File: config.mk
export PLATFORM = sky130hd
export DESIGN_NAME = prop_window_monitor
export DESIGN_NICKNAME = d
export VERILOG_FILES = /design/src/rtl/prop_mon_pkg.sv /design/src/rtl/prop_edge_sel.sv /design/src/rtl/prop_window_monitor.sv
export SDC_FILE = /design/constraint.sdc
export NUM_CORES = 1
export LEC_CHECK = 0
export ABC_AREA = 1
export CORE_ASPECT_RATIO = 1.75
export CORE_MARGIN = 3
export CORE_UTILIZATION = 35
export CTS_BUF_LIST = sky130_fd_sc_hd__clkbuf_8
export DETAILED_ROUTE_END_ITERATION = 10
export PLACE_DENSITY = 0.53
export SYNTH_ARGS = -nofsm -noshare
export SYNTH_HDL_FRONTEND = slang
export SYNTH_HIERARCHICAL = 1
export SYNTH_SLANG_ARGS = --single-unit
File: constraint.sdc
create_clock -name clk -period 12.4 [get_ports clk]
set_clock_uncertainty 0.05 [all_clocks]
set_input_delay 1.24 -clock clk [delete_from_list [all_inputs] [get_ports clk]]
set_output_delay 1.24 -clock clk [all_outputs]
set_load 0.02 [all_outputs]
File: src/rtl/prop_mon_pkg.sv
// prop_mon_pkg: shared types and default sizes for the temporal property monitor
package prop_mon_pkg;
  localparam int DEF_W = 7;
  localparam int DEF_MAX_DLY = 31;
  localparam int DEF_CNT_W = 16;
  localparam int DEF_BW = $clog2(DEF_W);
  localparam int DEF_DW = $clog2(DEF_MAX_DLY + 1);
  typedef enum logic {SRC_IN, SRC_OUT} src_e;
  typedef enum logic {EDGE_RISE, EDGE_FALL} edge_e;
  typedef struct packed {
    src_e              ante_src;
    logic [DEF_BW-1:0] ante_bit;
    edge_e             ante_fall;
    src_e              cons_src;
    logic [DEF_BW-1:0] cons_bit;
    edge_e             cons_fall;
    logic [DEF_DW-1:0] min_dly;
    logic [DEF_DW-1:0] max_dly;
  } rule_cfg_t;
endpackage

File: src/rtl/prop_edge_sel.sv
// prop_edge_sel: picks one bit of fsm_in/fsm_out and strobes on its selected edge polarity
module prop_edge_sel
  import prop_mon_pkg::*;
#(
  parameter int W = DEF_W
) (
  input  logic                 clk,
  input  logic                 rst_n,
  input  logic                 enable,
  input  logic [W-1:0]         fsm_in,
  input  logic [W-1:0]         fsm_out,
  input  src_e                 src,
  input  logic [$clog2(W)-1:0] idx,
  input  edge_e                pol,
  output logic                 strobe
);
  logic [W-1:0] vec;
  logic cur, prev, valid;
  assign vec = src == SRC_OUT ? fsm_out : fsm_in;
  assign cur = vec[idx];
  // valid lags enable by one sample so the first enabled sample never reports an edge
  always_ff @(posedge clk or negedge rst_n)
    if (!rst_n) begin
      prev  <= 1'b0;
      valid <= 1'b0;
    end else begin
      prev  <= cur;
      valid <= enable;
    end
  assign strobe = enable & valid & (pol == EDGE_FALL ? prev & ~cur : cur & ~prev);
endmodule

File: src/rtl/prop_window_monitor.sv
// prop_window_monitor: checks that an antecedent edge is followed by a consequent edge within [min:max] samples
module prop_window_monitor
  import prop_mon_pkg::*;
#(
  parameter int W       = DEF_W,
  parameter int MAX_DLY = DEF_MAX_DLY,
  parameter int CNT_W   = DEF_CNT_W
) (
  input  logic                         clk,
  input  logic                         rst_n,
  input  logic [W-1:0]                 fsm_in,
  input  logic [W-1:0]                 fsm_out,
  input  logic                         enable,
  input  logic                         cfg_load,
  input  logic                         ante_src,
  input  logic [$clog2(W)-1:0]         ante_bit,
  input  logic                         ante_fall,
  input  logic                         cons_src,
  input  logic [$clog2(W)-1:0]         cons_bit,
  input  logic                         cons_fall,
  input  logic [$clog2(MAX_DLY+1)-1:0] min_dly,
  input  logic [$clog2(MAX_DLY+1)-1:0] max_dly,
  output logic                         cfg_err,
  output logic                         pass_pulse,
  output logic                         fail_pulse,
  output logic [CNT_W-1:0]             pass_cnt,
  output logic [CNT_W-1:0]             fail_cnt,
  output logic                         busy
);
  localparam int PW = $clog2(MAX_DLY + 2);
  localparam logic [MAX_DLY:0] ONES = '1;
  rule_cfg_t rule;
  logic ae, ce, expd, illegal;
  logic [MAX_DLY:0] pend, age, win, keep, sat;
  logic [PW-1:0] pc;
  logic [CNT_W:0] psum, fsum;
  prop_edge_sel #(.W(W)) u_ante (
    .clk(clk), .rst_n(rst_n), .enable(enable), .fsm_in(fsm_in), .fsm_out(fsm_out),
    .src(rule.ante_src), .idx(rule.ante_bit), .pol(rule.ante_fall), .strobe(ae)
  );
  prop_edge_sel #(.W(W)) u_cons (
    .clk(clk), .rst_n(rst_n), .enable(enable), .fsm_in(fsm_in), .fsm_out(fsm_out),
    .src(rule.cons_src), .idx(rule.cons_bit), .pol(rule.cons_fall), .strobe(ce)
  );
  assign illegal = int'(min_dly) > int'(max_dly) || int'(max_dly) > MAX_DLY ||
                   int'(ante_bit) >= W || int'(cons_bit) >= W;
  // bit k of age is an attempt that started k samples ago, bit 0 being this sample
  always_comb begin
    age  = {pend[MAX_DLY-1:0], ae & ~cfg_err};
    win  = (ONES << rule.min_dly) & ~((ONES << rule.max_dly) << 1);
    keep = ~(ONES << rule.max_dly);
    sat  = ce ? age & win : '0;
    expd = age[rule.max_dly] & ~ce;
    pc   = '0;
    for (int k = 0; k <= MAX_DLY; k++) pc = pc + PW'(sat[k]);
    psum = {1'b0, pass_cnt} + (CNT_W+1)'(pc);
    fsum = {1'b0, fail_cnt} + (CNT_W+1)'(expd);
  end
  always_ff @(posedge clk or negedge rst_n)
    if (!rst_n) begin
      rule       <= '0;
      cfg_err    <= 1'b0;
      pend       <= '0;
      pass_pulse <= 1'b0;
      fail_pulse <= 1'b0;
      pass_cnt   <= '0;
      fail_cnt   <= '0;
    end else begin
      if (cfg_load && !enable) begin
        rule <= '{ante_src: src_e'(ante_src), ante_bit: ante_bit, ante_fall: edge_e'(ante_fall),
                  cons_src: src_e'(cons_src), cons_bit: cons_bit, cons_fall: edge_e'(cons_fall),
                  min_dly: min_dly, max_dly: max_dly};
        cfg_err <= illegal;
      end
      pend       <= enable ? age & ~sat & keep : '0;
      pass_pulse <= enable & |sat;
      fail_pulse <= enable & expd;
      if (enable) begin
        pass_cnt <= psum[CNT_W] ? '1 : psum[CNT_W-1:0];
        fail_cnt <= fsum[CNT_W] ? '1 : fsum[CNT_W-1:0];
      end
    end
  assign busy = |pend;
endmodule

Word-level counts from Yosys, hierarchy flattened
Index checks and enable logic that the tools add are counted.
{"block": "totals", "reg_bits": 90, "inputBits": 38, "output_inout_bits": 36, "wordCells": 102}
{"block": "classes", "n_addsub": 33, "magnitude_cmp": 6, "shifts": 2, "muxes": 14, "bitwise": 24, "n_reduce_logical": 6}
{"cell": "6-bit by 1-bit adder with 6-bit output", "count": 26}
{"cell": "32-bit bitwise AND", "count": 4}
{"cell": "32-bit inverter", "count": 3}
{"cell": "32-bit two-way mux", "count": 2}
{"cell": "32-bit OR reduction", "count": 2}
{"cell": "32-bit by 5-bit << shifter with 32-bit output (first input constant)", "count": 2}
{"cell": "16-bit two-way mux", "count": 2}
{"cell": "16-bit by 1-bit adder with 17-bit output", "count": 1}
{"cell": "16-bit by 6-bit adder with 17-bit output", "count": 1}
{"cell": "7-bit two-way mux", "count": 2}
{"cell": "1-bit bitwise AND", "count": 11}
{"cell": "3-bit by 4-bit < comparator with 1-bit output (second input constant)", "count": 2}
{"cell": "5-bit by 1-bit adder with 6-bit output", "count": 1}
{"cell": "1-bit binary-select mux with 3-bit select", "count": 2}
{"cell": "3-bit greater-or-equal comparator (second input constant)", "count": 2}
{"cell": "5-bit by 6-bit < comparator with 1-bit output (second input constant)", "count": 1}
{"cell": "1-bit inverter", "count": 6}
{"cell": "4-bit by 1-bit adder with 5-bit output", "count": 1}
{"cell": "1-bit binary-select mux with 5-bit select", "count": 1}
{"cell": "5-bit > comparator", "count": 1}
{"cell": "1-bit two-way mux", "count": 5}
{"cell": "3-bit by 1-bit adder with 4-bit output", "count": 1}
{"cell": "2-bit by 1-bit adder with 3-bit output", "count": 1}
{"cell": "1-bit by 1-bit adder with 2-bit output", "count": 1}
{"cell": "3 further kinds", "count": 4}

Longest topological paths before layout
Gate-level depths: netlist of the first run.
{"block": "logic_depth", "ltp_word": 43, "ltp_mapped": 36, "depth_no_buf": 35}

Hierarchy
Netlist of the first run, hierarchy kept.
{"mod": "prop_window_monitor", "instances": 1, "cells_each": 817, "area_each_um2": 6087.1, "seq_area_each_um2": 2152.1}
{"mod": "prop_edge_sel", "instances": 2, "cells_each": 55, "area_each_um2": 309.0, "seq_area_each_um2": 50.0}

Worst setup path after synthesis of the first run
Ideal clock, no wire load.
{"block": "synth_timing", "path_kind": "input to register", "from": "in fsm_in[5]", "to": "reg pass_cnt[9]", "setup_time_ps": 129, "t_arrival_ps": 6989, "t_required_ps": 12221, "setup_slack_ps": 5231, "cell_stages": 29, "path_buffers": 1, "path_cell_list": "or2_1 > o211ai_2 > nand2_2 > nand2_4 > a21oi_2 > nor2_2 > buf_2 > nand3_1 > nor2_1 > nand2_1 > inv_1 > fa_1 > inv_1 > fa_1 > fa_1 > fa_1 > fa_1 > inv_1 > fa_1 > fa_1 > fa_1 > nand2_1 > nand3_1 > o21ai_2 > o21ai_1 > nand2_1 > nor2_2 > nand2_2 > nand3_1"}
{"block": "synth_via", "word_cells_on_any_way": 52, "cone_classes": "add/sub: 32; mux: 10; bitwise: 10"}
{"element": "start: declaration", "line": "prop_window_monitor.sv:11", "text": "input logic [W-1:0] fsm_in,"}
{"element": "7-bit two-way mux *", "line": "prop_edge_sel.sv:19", "text": "assign vec = src == SRC_OUT ? fsm_out : fsm_in;"}
{"element": "1-bit binary-select mux with 3-bit select *", "line": "prop_edge_sel.sv:20", "text": "assign cur = vec[idx];"}
{"element": "1-bit two-way mux (implied by the code) *", "line": "prop_edge_sel.sv:20"}
{"element": "1-bit inverter", "line": "prop_edge_sel.sv:30", "text": "assign strobe = enable & valid & (pol == EDGE_FALL ? prev & ~cur : cur & ~prev);"}
{"element": "1-bit bitwise AND", "line": "prop_edge_sel.sv:30"}
{"element": "1-bit two-way mux *", "line": "prop_edge_sel.sv:30"}
{"element": "1-bit bitwise AND *", "line": "prop_edge_sel.sv:30"}
{"element": "net ce", "line": "prop_window_monitor.sv:33", "text": "logic ae, ce, expd, illegal;"}
{"element": "(+2 left out)"}
{"element": "2-bit by 1-bit adder with 3-bit output", "line": "prop_window_monitor.sv:55", "text": "for (int k = 0; k <= MAX_DLY; k++) pc = pc + PW'(sat[k]);"}
{"element": "3-bit by 1-bit adder with 4-bit output", "line": "prop_window_monitor.sv:55"}
{"element": "4-bit by 1-bit adder with 5-bit output", "line": "prop_window_monitor.sv:55"}
{"element": "5-bit by 1-bit adder with 6-bit output", "line": "prop_window_monitor.sv:55"}
{"element": "6-bit by 1-bit adder with 6-bit output (25 in series)", "line": "prop_window_monitor.sv:55"}
{"element": "6-bit by 1-bit adder with 6-bit output *", "line": "prop_window_monitor.sv:55"}
{"element": "16-bit by 6-bit adder with 17-bit output *", "line": "prop_window_monitor.sv:56", "text": "psum = {1'b0, pass_cnt} + (CNT_W+1)'(pc);"}
{"element": "16-bit two-way mux *", "line": "prop_window_monitor.sv:79", "text": "pass_cnt <= psum[CNT_W] ? '1 : psum[CNT_W-1:0];"}
{"element": "end signal: assignment", "line": "prop_window_monitor.sv:79"}
{"element": "end: declaration", "line": "prop_window_monitor.sv:26", "text": "output logic [CNT_W-1:0] pass_cnt,"}
The timed path passes the listed nets; every way through them passes the cells marked *. The select of a mux whose other input is x is not followed.
A chain may end at the register's enable or synchronous reset.

Worst setup path after layout of the first run
{"block": "layout_timing", "from": "in enable", "to": "reg pass_cnt[8]"}
{"block": "layout_via", "word_cells_on_any_way": 39, "cone_classes": "add/sub: 32; mux: 2; bitwise: 5"}
{"element": "start: declaration", "line": "prop_window_monitor.sv:13", "text": "input logic enable,"}
{"element": "1-bit bitwise AND * (2 in series)", "line": "prop_edge_sel.sv:30"}
{"element": "net ce", "line": "prop_window_monitor.sv:33"}
{"element": "32-bit two-way mux *", "line": "prop_window_monitor.sv:52", "text": "sat = ce ? age & win : '0;"}
{"element": "1-bit by 1-bit adder with 2-bit output", "line": "prop_window_monitor.sv:55"}
{"element": "2-bit by 1-bit adder with 3-bit output", "line": "prop_window_monitor.sv:55"}
{"element": "3-bit by 1-bit adder with 4-bit output", "line": "prop_window_monitor.sv:55"}
{"element": "4-bit by 1-bit adder with 5-bit output", "line": "prop_window_monitor.sv:55"}
{"element": "5-bit by 1-bit adder with 6-bit output", "line": "prop_window_monitor.sv:55"}
{"element": "6-bit by 1-bit adder with 6-bit output (25 in series)", "line": "prop_window_monitor.sv:55"}
{"element": "6-bit by 1-bit adder with 6-bit output *", "line": "prop_window_monitor.sv:55"}
{"element": "16-bit by 6-bit adder with 17-bit output *", "line": "prop_window_monitor.sv:56"}
{"element": "16-bit two-way mux *", "line": "prop_window_monitor.sv:79"}
The timed path passes the listed nets; every way through them passes the cells marked *.

==> flow_metrics.py, run 1 <==
metrics = {
    "run_status": {
        "status": "finished, final reports clean",
    },
    "clock_tree": {
        "cts_num_sinks": 90,
        "ctsHoldBuffers": 0,
        "clk_pin_slew_worst_paths_ns": 0.09,
        "post-cts-setup-buffers": 0,
        "clock_latency_ns": 0.37,
        "cts_tree": "built",
        "cts_buffer_depth": 2,
        "cts.htree.levels": 3,
        "cts_made_buffers": 9,
        "cts-root-buf": "clkbuf_8",
        "cts.repair.resized": 0,
    },
    "routing": {
        "dr.pass1.iters": 7,
        "drc": 0,
        "routedWlPerCell_um": 17.2,
        "avgViaCountPerCell": 5.00,
        "drt-initial-drc-count": 288,
        "route.vias.total": 6166,
        "wl_um": 21300,
        "ant_nets": 0,
    },
    "die": {
        "fp.dieH_um": 189,
        "io_pins": 74,
        "die-area_mm2": 0.0209,
        "std_cell_rows": 66,
        "start_util": 0.359,
        "die_x_um": 111,
        "coreArea_mm2": 0.0187,
    },
    "timing": {
        "fin_ws_ns": 3.98,
        "fmax_ghz": 0.119,
        "slew_headroom": 0.313,
        "drv_slew": 0,
        "tightestPinTransition_ns": 1.03,
        "period_needed_ns": 8.42,
        "hold_viol": 0,
        "rsz0062_at_grt": "false",
        "setup_viol": 0,
        "final.setup.tns_ns": 0,
        "finalCritPeriodShare": 0.679,
    },
    "pwr": {
        "p_sw_uw": 302,
        "p_clk_frac": 0.261,
        "power_density_mw_per_mm2": 106,
        "p_int_uw": 522,
        "pwr-share-comb": 0.301,
        "switching_share": 0.367,
        "vdd_drop_max_mv": 0.101,
        "pwr-share-seq": 0.438,
        "power_leakage_nw": 4.03,
    },
    "placement": {
        "port_buffers": 73,
        "place.gp.congestion": 0.958,
        "hpwl_um": 16600,
        "pre_cts_ws_ns": 3.61,
    },
    "synthesis": {
        "syn_area_mm2": 0.00671,
        "synth_nets": 1013,
        "synth_edf_count": 0,
        "ys_seq_area_frac": 0.336,
        "yosys-top-cells-area": "dfrtp_1 (34%), nand2_1 (14%), inv_1 (7.8%)",
        "netlist_instances": 927,
        "yosys.area.top_type_share": 0.336,
        "ys_async_sr_fraction": 1.00,
        "netlist.top_cell.by_area": "dfrtp_1",
        "ys_warn_count": 6,
        "avgSynthCellArea_um2": 7.23,
        "synthDistinctLibCells": 42,
        "synthFlopType": "dfrtp_1",
        "ys_seq_elements": 90,
    },
    "finish": {
        "area_growth_pct": 16.3,
        "layout-drive-gt1-share": 0.0754,
        "final_util": 0.418,
        "fin_nets": 1076,
        "fillCellCount": 2016,
        "ff_latch_area_mm2": 0.00225,
        "multi_input_area_mm2": 0.00371,
    },
    "global_routing": {
        "grt.overflow.total": 0,
        "grt_start_max_net_pins": 69,
        "grt_pass1_vias": 6402,
        "grt_antenna_before_repair": 1,
        "gr-usage-all-layers": 0.207,
        "grt_pass1_wl_um": 34100,
    },
    "setup_path": {
        "cp_common_cell": "fa_1",
        "timing_worst_setup_path_type": "primary input to flop",
        "path_max_fanout": 40,
        "r2r_setup_slack_ns": 4.75,
        "cp.required_ns": 12.59,
        "crit_arrival_ns": 8.62,
        "reg2reg_to": "pass_cnt[8]$_DFFE_PN0P_",
        "r2r-start": "rule[14]$_DFFE_PN0P_",
        "cp-end-kind": "flop",
        "rr_worst_depth": 30,
        "cp-start-kind": "primary input",
        "cpMaxStageDelayCell": "nor2_2",
        "max_stage_delay_ns": 0.77,
    },
    "min_path": {
        "hp-start": "fail_cnt[7]$_DFFE_PN0P_",
        "whs_endpoint": "fail_cnt[7]$_DFFE_PN0P_",
        "hold_class": "flop to flop",
        "holdPathStages": 2,
    },
    "flow_run": {
        "cap_viol_max_count": 0,
    },
}
Yosys cell counts (7+ instances only):
master,n
nand2_1,244
inv_1,139
nor2_1,118
nand3_1,101
dfrtp_1,90
o21ai_0,28
fa_1,26
ha_1,22
nand4_1,18
a21oi_1,9
mux2_2,8
nor2_2,8
nor4_1,8
buf_2,7
buf_4,7
inv_2,7
nand2_2,7
xor2_1,7
layout by cell type, fill, tap and decap left out, drive strengths merged, types with 2 or more instances in the layout:
| cell | Yosys | routed |
|---|---|---|
| clkbuf | 6 | 11 |
| o211ai | 4 | 4 |
| mux2 | 8 | 8 |
| ha | 22 | 22 |
| a31oi | 5 | 5 |
| or2 | 8 | 8 |
| nand2 | 255 | 255 |
| o21ai | 36 | 36 |
| buf | 20 | 6 |
| nand3 | 105 | 105 |
| a21oi | 12 | 12 |
| clkdlybuf4s50 | 0 | 72 |
| nor2 | 130 | 130 |
| nand3b | 3 | 3 |
| xnor2 | 2 | 2 |
| nor4 | 9 | 9 |
| inv | 148 | 151 |
| xor2 | 7 | 7 |
| nand4 | 18 | 18 |
| fa | 26 | 26 |
| a21boi | 2 | 2 |
| dfrtp | 90 | 90 |
| nor3 | 6 | 6 |
kinds of logic after synthesis:
group / share of synthesized area
buffers and inverters: 0.110
flip-flops: 0.336
XOR/XNOR: 0.0118
AO/OA/AOI/OAI: 0.0573
AND/OR/NAND/NOR: 0.353
multiplexers: 0.0134
adder cells (fa/ha/maj): 0.119
final cells by class:
class,instances,share of cell area
Sequential cell,90,0.289
Tap cell,238,0.0382
Timing Repair Buffer,78,0.0982
Multi-Input combinational cell,663,0.476
Inverter,148,0.0719
Antenna cell,1,0.000321
Clock buffer,11,0.0194
Clock inverter,5,0.00690
flip-flops by register name, indices dropped and copies added (netlist names), 16 cells and up:
register / flops
pend: 31
rule: 20
fail_cnt: 16
pass_cnt: 16
power by group through the flow:
stage / registers, mW / clock network [mW] / logic, mW
3_5_place_dp: 0.366 / 0 / 0.250
2_1_floorplan: 0.365 / 0 / 0.155
5_1_grt: 0.366 / 0.236 / 0.277
4_1_cts: 0.361 / 0.224 / 0.251
3_3_place_gp: 0.366 / 0 / 0.249
6_report: 0.361 / 0.215 / 0.248
layer usage:
layer | vias to the layer above | global-route usage | wire [µm]
li1 | 3039 | - | -
met1 | 2919 | 0.210 | 7560
met2 | 152 | 0.411 | 12000
met3 | 56 | 0.0214 | 636
met4 | 0 | 0.103 | 1020
met5 | - | 0 | 0
how the worst max path moves through the flow:
| stage | from | depth (start not counted) | to |
|---|---|---|---|
| after floorplan | fsm_in[5] | 29 | pass_cnt[9]$_DFFE_PN0P_ |
| after CTS | enable | 28 | pass_cnt[8]$_DFFE_PN0P_ |
| final | enable | 28 | pass_cnt[8]$_DFFE_PN0P_ |
| after global placement | enable | 28 | pass_cnt[10]$_DFFE_PN0P_ |
| after global routing | enable | 28 | pass_cnt[8]$_DFFE_PN0P_ |
| after detailed placement | enable | 28 | pass_cnt[8]$_DFFE_PN0P_ |
through the flow:
step / cell area, µm² / std cells / hold slack [ns] / power [mW]
after global placement: 7590 / 1217 / 0.472 / 0.616
final: 7800 / 1234 / 0.489 / 0.824
after detailed placement: 7590 / 1217 / 0.471 / 0.615
after CTS: 7800 / 1233 / 0.499 / 0.835
after floorplan: 6710 / 927 / 0.447 / 0.521
after global routing: 7800 / 1234 / 0.515 / 0.879
worst max-delay path: cells and delay by family:
kind                     cells  cell delay (ns)
adder cells (fa/ha/maj)      8             3.83
AND/OR/NAND/NOR             12             2.08
buffers and inverters        6             1.18
AO/OA/AOI/OAI                2             0.23
Note: power is estimated with default switching activity, not from simulation.
==> run 2: changes to the inputs <==
Settings changed: PLACE_DENSITY 0.53 to 0.55.
Clock period 12.4 ns to 7.4 ns, I/O delays scaled along.
==> flow_metrics.py, run 2 (synthesis results as in run 1) <==
metrics = {
    "timing": {
        "setup_viol": 0,
        "finalCritPeriodShare": 0.941,
        "slew_headroom": 0.309,
        "drv_slew": 0,
        "rsz0062_at_grt": "false",
        "tightestPinTransition_ns": 1.04,
        "hold_viol": 0,
        "period_needed_ns": 6.97,
        "fmax_ghz": 0.144,
        "fin_ws_ns": 0.433,
        "hold_slack_ns": 0.140,
    },
    "setup_path": {
        "crit_arrival_ns": 7.20,
        "setup.worst_path.start": "fsm_out[0]",
        "cp.depth": 31,
        "crit_buf_inv": 4,
        "path_max_fanout": 9,
        "cp.required_ns": 7.63,
        "max_stage_delay_ns": 0.56,
        "critical-path-top-delay-family": "adder cells",
        "reg2reg_to": "pass_cnt[6]$_DFFE_PN0P_",
        "r2r-start": "rule[14]$_DFFE_PN0P_",
        "r2r_setup_slack_ns": 0.64,
        "cp-start-kind": "primary input",
        "cpMaxStageDelayCell": "fa_1",
        "cp-end-kind": "flop",
        "rr_worst_depth": 31,
        "timing_worst_setup_path_type": "primary input to flop",
    },
    "finish": {
        "top_regs": "pend (31), rule (20)",
        "area_growth_pct": 19.5,
        "final_area_mm2": 0.00801,
        "fillCellCount": 2010,
        "fin_nets": 1101,
        "final_cell_mix": "nand2_1 (242), inv_1 (139), nor2_1 (117)",
        "layout-drive-gt1-share": 0.104,
        "largest_register_ffs": 31,
        "largest-register": "pend",
        "layout_commonest_cell": "nand2_1",
        "final_util": 0.429,
    },
    "clock_tree": {
        "cts_tree": "built",
        "cts_made_buffers": 9,
        "clock_latency_ns": 0.39,
        "clk_pin_slew_worst_paths_ns": 0.10,
        "cts_buffer_depth": 2,
        "cts.htree.levels": 3,
        "cts_num_sinks": 90,
        "cts-root-buf": "clkbuf_8",
    },
    "pwr": {
        "p_sw_uw": 530,
        "p_clk_frac": 0.259,
        "pwr-share-seq": 0.427,
        "power_leakage_nw": 4.15,
        "vdd_drop_max_mv": 0.126,
        "switching_share": 0.378,
        "totalPowerFinal_mw": 1.40,
        "power_density_mw_per_mm2": 175,
        "p_int_uw": 872,
        "pwr-share-comb": 0.314,
    },
    "die": {
        "std_cell_rows": 66,
        "io_pins": 74,
        "start_util": 0.359,
        "die-area_mm2": 0.0209,
        "die_x_um": 111,
        "fp.dieH_um": 189,
        "coreArea_mm2": 0.0187,
    },
    "routing": {
        "drt-initial-drc-count": 325,
        "route.vias.total": 6351,
        "wl_um": 21300,
        "drc": 0,
        "ant_nets": 0,
        "avgViaCountPerCell": 5.04,
        "routedWlPerCell_um": 16.9,
        "dr.pass1.iters": 10,
    },
    "flow_run": {
        "cap_viol_max_count": 0,
    },
    "global_routing": {
        "grt_antenna_before_repair": 1,
        "grt_pass1_vias": 6589,
        "gr-usage-all-layers": 0.209,
        "grt_pass1_wl_um": 34400,
        "grt.overflow.total": 0,
        "grt_start_max_net_pins": 77,
    },
    "placement": {
        "dpl-instance-area_mm2": 0.00777,
        "pre_cts_ws_ns": -0.161,
        "place.gp.congestion": 0.948,
        "port_buffers": 73,
        "hpwl_um": 16600,
    },
    "min_path": {
        "hold_class": "primary input to async pin",
    },
    "run_status": {
        "status": "finished, final reports clean",
    },
}
run 2: power groups by stage:
| stage | clock network, mW | registers, mW | logic, mW |
|---|---|---|---|
| after floorplan | 0 | 0.612 | 0.260 |
| after global placement | 0 | 0.609 | 0.434 |
| after detailed placement | 0 | 0.608 | 0.435 |
| after CTS | 0.379 | 0.599 | 0.438 |
| after global routing | 0.394 | 0.607 | 0.491 |
| final | 0.363 | 0.599 | 0.440 |
run 2: layer usage:
layer  wire length (µm)  track usage
met5                  0            0
met4               1180        0.118
met3                982       0.0329
met2              11800        0.397
met1               7420        0.216
run 2: cell type report:
type,instances,area (µm²),area share
Antenna cell,1,2.50,0.000312
Clock buffer,9,124,0.0155
Clock inverter,7,78.8,0.00984
Inverter,148,561,0.0700
Multi-Input combinational cell,663,3720,0.465
Sequential cell,90,2250,0.281
Tap cell,238,298,0.0372
Timing Repair Buffer,103,972,0.121
run 2: how the worst max path moves through the flow:
stage                                   end  slack [ns]
finish              pass_cnt[6]$_DFFE_PN0P_        0.43
CTS                 pass_cnt[6]$_DFFE_PN0P_        0.28
floorplan           pass_cnt[9]$_DFFE_PN0P_        0.73
global route        pass_cnt[6]$_DFFE_PN0P_        0.01
detailed placement  pass_cnt[6]$_DFFE_PN0P_       -0.16
global placement    pass_cnt[6]$_DFFE_PN0P_       -0.08
run 2: timing repair:
action	in CTS	in global routing
hold buffers	0	0
resized for setup	0	8
buffers inserted	0	3
setup endpoints to repair	0	13
run 2: worst register-to-register path, delay by kind of cell (launching register included):
kind            cells  cell delay (ns)
compound gates      1             0.07
xor+xnor            1             0.10
fa+ha+maj           8             3.90
buf+inv             4             0.48
flops               1             0.51
simple gates       17             1.56
run 2: through the flow:
| step | setup TNS [ns] | instances |
|---|---|---|
| 3_3_place_gp | -0.177 | 1239 |
| 2_1_floorplan | 0 | 927 |
| 5_1_grt | 0 | 1259 |
| 6_report | 0 | 1259 |
| 3_5_place_dp | -1.00 | 1239 |
| 4_1_cts | 0 | 1255 |
